===== config.mk =====
export PLATFORM = sky130hd
export DESIGN_NAME = mult_div_unit
export DESIGN_NICKNAME = d
export VERILOG_FILES = /design/src/rtl/mult_div_unit.sv
export SDC_FILE = /design/constraint.sdc
export NUM_CORES = 1
export LEC_CHECK = 0
export CORE_UTILIZATION = 44
export CTS_CLUSTER_SIZE = 12
export DETAILED_ROUTE_END_ITERATION = 12
export MAX_ROUTING_LAYER = met4
export PLACE_DENSITY = 0.66
export SETUP_SLACK_MARGIN = 0.3
export SLEW_MARGIN = 20
export SYNTH_ARGS = -nofsm -noshare
export SYNTH_HDL_FRONTEND = slang
export SYNTH_SLANG_ARGS = --single-unit
export TNS_END_PERCENT = 50

===== constraint.sdc =====
create_clock -name clk -period 5.6 [get_ports clk]
set_clock_uncertainty 0.1 [all_clocks]
set_input_delay 0.56 -clock clk [delete_from_list [all_inputs] [get_ports clk]]
set_output_delay 0.56 -clock clk [all_outputs]
set_load 0.02 [all_outputs]

===== src/rtl/mult_div_unit.sv =====
// Multicycle signed multiply / divide unit feeding HI/LO for mfhi/mflo.
// Optional MULTDIV_UNSIGNED_EN adds is_unsigned for multu/divu.
module mult_div_unit #(
   parameter int WIDTH = 32
) (
   input  logic             clk,
   input  logic             reset,
   input  logic             start_mult,
   input  logic             start_div,
   input  logic [WIDTH-1:0] a_in,
   input  logic [WIDTH-1:0] b_in,
`ifdef MULTDIV_UNSIGNED_EN
   input  logic             is_unsigned,
`endif
   output logic [WIDTH-1:0] hi_out,
   output logic [WIDTH-1:0] lo_out,
   output logic             busy,
   output logic             done,
   output logic             div_zero
);
   localparam int CW = $clog2(WIDTH);

   typedef enum logic [2:0] {IDLE, MUL, DIV, FIX, DONE} state_t;

   state_t             state;
   logic [CW-1:0]      cnt;
   logic [2*WIDTH-1:0] acc;
   logic [WIDTH-1:0]   opnd;
   logic               neg_lo, neg_hi, is_div;

   logic               uns, sign_a, sign_b;
   logic [WIDTH-1:0]   mag_a, mag_b;
   logic [WIDTH:0]     mul_sum, div_sh, div_diff;
   logic               div_ge;

`ifdef MULTDIV_UNSIGNED_EN
   assign uns = is_unsigned;
`else
   assign uns = 1'b0;
`endif

   assign sign_a = a_in[WIDTH-1] & ~uns;
   assign sign_b = b_in[WIDTH-1] & ~uns;
   assign mag_a  = sign_a ? -a_in : a_in;
   assign mag_b  = sign_b ? -b_in : b_in;

   // Multiply: acc = {partial, multiplier}; add into the top half, shift right.
   assign mul_sum = {1'b0, acc[2*WIDTH-1:WIDTH]} + (acc[0] ? {1'b0, opnd} : '0);

   // Divide: acc = {remainder, dividend/quotient}; remainder < divisor keeps the
   // trial difference inside WIDTH+1 signed bits, so its MSB is the borrow.
   assign div_sh   = {acc[2*WIDTH-1:WIDTH], acc[WIDTH-1]};
   assign div_diff = div_sh - {1'b0, opnd};
   assign div_ge   = ~div_diff[WIDTH];

   always_ff @(posedge clk or posedge reset) begin
      if (reset) begin
         state    <= IDLE;
         cnt      <= '0;
         acc      <= '0;
         opnd     <= '0;
         neg_lo   <= 1'b0;
         neg_hi   <= 1'b0;
         is_div   <= 1'b0;
         hi_out   <= '0;
         lo_out   <= '0;
         busy     <= 1'b0;
         done     <= 1'b0;
         div_zero <= 1'b0;
      end else begin
         done     <= 1'b0;
         div_zero <= 1'b0;
         case (state)
            IDLE: begin
               if (start_mult) begin
                  opnd   <= mag_a;
                  acc    <= {{WIDTH{1'b0}}, mag_b};
                  neg_lo <= sign_a ^ sign_b;
                  neg_hi <= sign_a ^ sign_b;
                  is_div <= 1'b0;
                  cnt    <= CW'(WIDTH-1);
                  busy   <= 1'b1;
                  state  <= MUL;
               end else if (start_div) begin
                  if (b_in == '0) begin
                     div_zero <= 1'b1;
                  end else begin
                     opnd   <= mag_b;
                     acc    <= {{WIDTH{1'b0}}, mag_a};
                     neg_lo <= sign_a ^ sign_b;
                     neg_hi <= sign_a;
                     is_div <= 1'b1;
                     cnt    <= CW'(WIDTH-1);
                     busy   <= 1'b1;
                     state  <= DIV;
                  end
               end
            end
            MUL: begin
               acc <= {mul_sum, acc[WIDTH-1:1]};
               cnt <= cnt - 1'b1;
               if (cnt == '0) state <= FIX;
            end
            DIV: begin
               acc <= {(div_ge ? div_diff[WIDTH-1:0] : div_sh[WIDTH-1:0]),
                       acc[WIDTH-2:0], div_ge};
               cnt <= cnt - 1'b1;
               if (cnt == '0) state <= FIX;
            end
            FIX: begin
               if (is_div) begin
                  lo_out <= neg_lo ? -acc[WIDTH-1:0] : acc[WIDTH-1:0];
                  hi_out <= neg_hi ? -acc[2*WIDTH-1:WIDTH] : acc[2*WIDTH-1:WIDTH];
               end else begin
                  {hi_out, lo_out} <= neg_lo ? -acc : acc;
               end
               busy  <= 1'b0;
               done  <= 1'b1;
               state <= DONE;
            end
            DONE:    state <= IDLE;
            default: state <= IDLE;
         endcase
      end
   end
endmodule

==> results_tabular.tex <==
\begin{tabular}{lr}
\hline
Metric & Value \\
\hline
\multicolumn{2}{l}{\textbf{Outcome}} \\
Outcome & finished, final reports clean \\
\multicolumn{2}{l}{\textbf{Logic synthesis}} \\
Total of flip-flops plus latches after synthesis & between 150 and 200 \\
Post-synth top area share & 0.310 \\
Cell accounting for the most synthesized area & sky130\_fd\_sc\_hd\_\_dfrtp\_1 \\
Post-synthesis cell count & about 1800 \\
Number of nets in the synthesized netlist & 1892 \\
Area of the mapped netlist & between 10000 and 15000 sq um \\
Average cell area after synthesis & 8.03 sq um \\
Synth async-reset ratio & 1.00 \\
Count of flip-flops with a built-in enable after synthesis & 0 \\
Synth unique cells & 85 \\
Top area cells in the synthesized netlist & sky130\_fd\_sc\_hd\_\_dfrtp\_1 31\%, sky130\_fd\_sc\_hd\_\_o21ai\_0 6.3\%, sky130\_fd\_sc\_hd\_\_ha\_1 6.2\%, sky130\_fd\_sc\_hd\_\_nand2\_1 5.4\%, sky130\_fd\_sc\_hd\_\_xor2\_1 5.4\% \\
Most instantiated flip-flop cell in the synthesis netlist & sky130\_fd\_sc\_hd\_\_dfrtp\_1 \\
Yosys Warn Count & 0 \\
Fraction of the yosys area taken by sequential cells & 0.310 \\
\multicolumn{2}{l}{\textbf{Setup path}} \\
Data required, critical path & around 5.8 ns \\
Nature of the critical path endpoint & flop \\
Category of the worst setup path launch point & flop \\
Worst path arrival time & between 4 and 5 ns \\
Maximum net fanout on the critical path & 16 \\
Worst setup path class & flop to flop \\
\multicolumn{2}{l}{\textbf{CTS}} \\
TritonCTS clock tree & done \\
Buffers from clock root to sink, at most & 2 \\
Buffers inserted during post-CTS setup optimization & 0 \\
PostCTS Resize Cnt & 0 \\
Hold Buf Count CTS & 0 \\
Sink Count & 174 \\
Root Buffer & sky130\_fd\_sc\_hd\_\_clkbuf\_16 \\
Number of buffers created by CTS & 17 \\
Clock transition at the registers of the reported paths & 0.09 ns \\
Clock network latency to the later pin of the worst-skew pair & 0.45 ns \\
H-tree level count & 4 \\
\multicolumn{2}{l}{\textbf{Finish}} \\
Layout-stage area growth over the synthesis result & 15.5\% \\
Antenna diode count & 0 \\
Post-route cell area & 16200 sq um \\
Ratio of cells with drive above 1 in the final layout & 0.0536 \\
Final net count & 1956 \\
\multicolumn{2}{l}{\textbf{Timing}} \\
Period minus WS final & 4.29 ns \\
Worst slew margin relative to its limit & 0.314 \\
Final Setup Violations & 0 \\
Worst hold margin & around 0.38 ns \\
Part of the cycle the worst path needs & 0.766 \\
Total Neg Setup Slack & 0 ns \\
Final Max Slew Viols & 0 \\
Peak clock frequency supported by timing & 233 MHz \\
Unrepaired setup endpoints after global routing & false \\
Pin slew with the least headroom to its limit & 1.03 ns \\
Hold violation count in the final report & 0 \\
\multicolumn{2}{l}{\textbf{Global route}} \\
GRT Total Usage & 0.283 \\
Wire length of the first global-routing pass & just over 70000 microns \\
GRT Residual Overflow & 0 \\
Number of antenna violations at the first check in global routing & 0 \\
Via count of the first global-routing pass & 12700 \\
Largest net degree at the start of global routing & 142 \\
\multicolumn{2}{l}{\textbf{Run}} \\
Total of max-cap violations & 0 \\
\multicolumn{2}{l}{\textbf{Power and ir drop}} \\
Worst-case vdd ir drop & 0.000324 V \\
Power Density & $\sim$710 nW/um\^{}2 \\
Leakage power figure & 6.72 nW \\
\multicolumn{2}{l}{\textbf{Drt}} \\
Antenna Violating Nets Remaining & 0 \\
Routed WL & 45200 microns \\
First DRT Iteration DRCs & about 1300 \\
Via count & 13700 \\
Remaining design rule violation count & 0 \\
WL/cell & around 20 microns \\
Vias/cell & between 6 and 7 \\
Iteration count of the initial detailed-routing pass & 6 \\
\multicolumn{2}{l}{\textbf{Placement}} \\
Global placer's final weighted congestion & between 0.9 and 1 \\
Detailed Place HPWL & 34100 microns \\
Standard cell area after detailed placement & 15600 sq um \\
PortBufs & 134 \\
\multicolumn{2}{l}{\textbf{Floorplanning}} \\
Die Area & between 30000 and 40000 sq um \\
Chip Height & 181 microns \\
Effective utilization at floorplan & 0.447 \\
Boundary pin count & approximately 140 \\
Core area & roughly 31000 sq um \\
Num rows & 65 \\
Horizontal die dimension & approximately 180 microns \\
\multicolumn{2}{l}{\textbf{Worst hold path}} \\
Hold Path Class & flop to flop \\
\hline
\end{tabular}
==> synth_stat cells (all sizes together) (7+ instances only) <==
| master | n |
|---|---|
| o21ai | 187 |
| a211oi | 13 |
| o211ai | 25 |
| a21oi | 121 |
| xor2 | 88 |
| a31oi | 21 |
| nor2b | 10 |
| nor2 | 128 |
| a21o | 19 |
| dfrtp | 174 |
| o22ai | 16 |
| or4 | 17 |
| o221ai | 7 |
| nand4 | 7 |
| nand2 | 203 |
| inv | 65 |
| nand2b | 17 |
| clkbuf | 84 |
| o41ai | 21 |
| ha | 70 |
| nor4 | 15 |
| a221oi | 10 |
| or3 | 17 |
| o31ai | 23 |
| nor3 | 56 |
| a22oi | 37 |
| xnor2 | 82 |
| mux2i | 10 |
| o21bai | 8 |
| buf | 22 |
| o21a | 19 |
| nand3 | 71 |
| a222oi | 8 |
==> power breakdown <==
part | switching, mW | internal (mW) | total [mW]
logic | 4.44 | 3.14 | 7.57
clock network | 0.609 | 0.649 | 1.26
registers | 0.850 | 1.88 | 2.73
total | 5.89 | 5.67 | 11.6
==> metrics by stage <==
| stage | total power [mW] | util | cells | worst slack (ns) |
|---|---|---|---|---|
| 6_report | 11.6 | 0.516 | 2231 | 1.31 |
| 3_3_place_gp | 10.0 | 0.496 | 2199 | 1.20 |
| 2_1_floorplan | 7.96 | - | 1752 | 2.26 |
| 3_5_place_dp | 10.2 | 0.496 | 2199 | 1.09 |
| 4_1_cts | 11.5 | 0.516 | 2231 | 1.40 |
| 5_1_grt | 12.5 | 0.516 | 2231 | 1.08 |
==> flip-flops by register name, summed over array words and instances, names as in the netlist <==
signal and cells:
state 3, hi_out 32, is_div 1, div_zero 1
busy 1, opnd 32, cnt 5, neg_lo 1
acc 64, neg_hi 1, lo_out 32, done 1
==> routing by layer <==
layer,vias to the layer above,GRT usage,share of wire
li1,6507,-,-
met5,-,-,0
met2,601,0.413,0.43
met1,6509,0.398,0.46
met3,79,0.0435,0.083
met4,0,0.0954,0.028
==> layout by cell type, fill, tap and decap left out, drive strengths merged, types with 19 or more instances in the layout <==
cell type	n
a21o	19
a21oi	121
a22oi	37
a31oi	21
clkdlybuf4s50	133
dfrtp	174
ha	70
inv	75
nand2	203
nand3	71
nor2	128
nor3	56
o211ai	25
o21a	19
o21ai	187
o31ai	23
o41ai	21
xnor2	82
xor2	88
==> final cells by class <==
| class | count | area [sq um] |
|---|---|---|
| clock inverter | 15 | 188 |
| sequential | 174 | 4350 |
| clock buffer | 17 | 425 |
| multi-input combinational | 1407 | 9040 |
| tap | 402 | 503 |
| timing repair buffer | 151 | 1480 |
| fill | 3006 | 15200 |
| inverter | 65 | 248 |
==> worst paths after layout <==
kind                       depth (start not counted)  slack [ns]         end       start
hold / removal                                     2        0.38  hi_out[27]  hi_out[27]
setup reg to reg                                  12        1.31     acc[50]     acc[31]
hold reg to reg                                    2        0.38  hi_out[27]  hi_out[27]
setup / recovery                                  12        1.31     acc[50]     acc[31]
max in group asynchronous                          3        3.67     acc[50]       reset
min in group asynchronous                          2        0.53   lo_out[8]       reset
==> worst max-delay path: stages, from the launching register on <==
cell and delay (ns):
sky130_fd_sc_hd__dfrtp_1 0.46, sky130_fd_sc_hd__inv_1 0.15, sky130_fd_sc_hd__ha_1 0.22, sky130_fd_sc_hd__fa_1 0.23, sky130_fd_sc_hd__nor2b_1 0.07, sky130_fd_sc_hd__o31a_1 0.29
sky130_fd_sc_hd__o41ai_2 0.46, sky130_fd_sc_hd__o21ai_1 0.32, sky130_fd_sc_hd__a21oi_1 0.23, sky130_fd_sc_hd__o21ai_1 0.21, sky130_fd_sc_hd__xnor2_2 0.81, sky130_fd_sc_hd__nor2_1 0.22
sky130_fd_sc_hd__a221o_1 0.37
==> cell families (layout without fill, tap and decap cells) <==
group,count (synthesis),count (layout),synth area share
multiplexers,13,13,0.00952
XOR/XNOR,170,170,0.107
adder cells (fa/ha/maj),72,72,0.0651
AO/OA/AOI/OAI,580,580,0.268
flip-flops,174,174,0.310
buffers and inverters,171,248,0.0490
AND/OR/NAND/NOR,572,572,0.192
No activity file was read; power rests on OpenSTA's default activity.
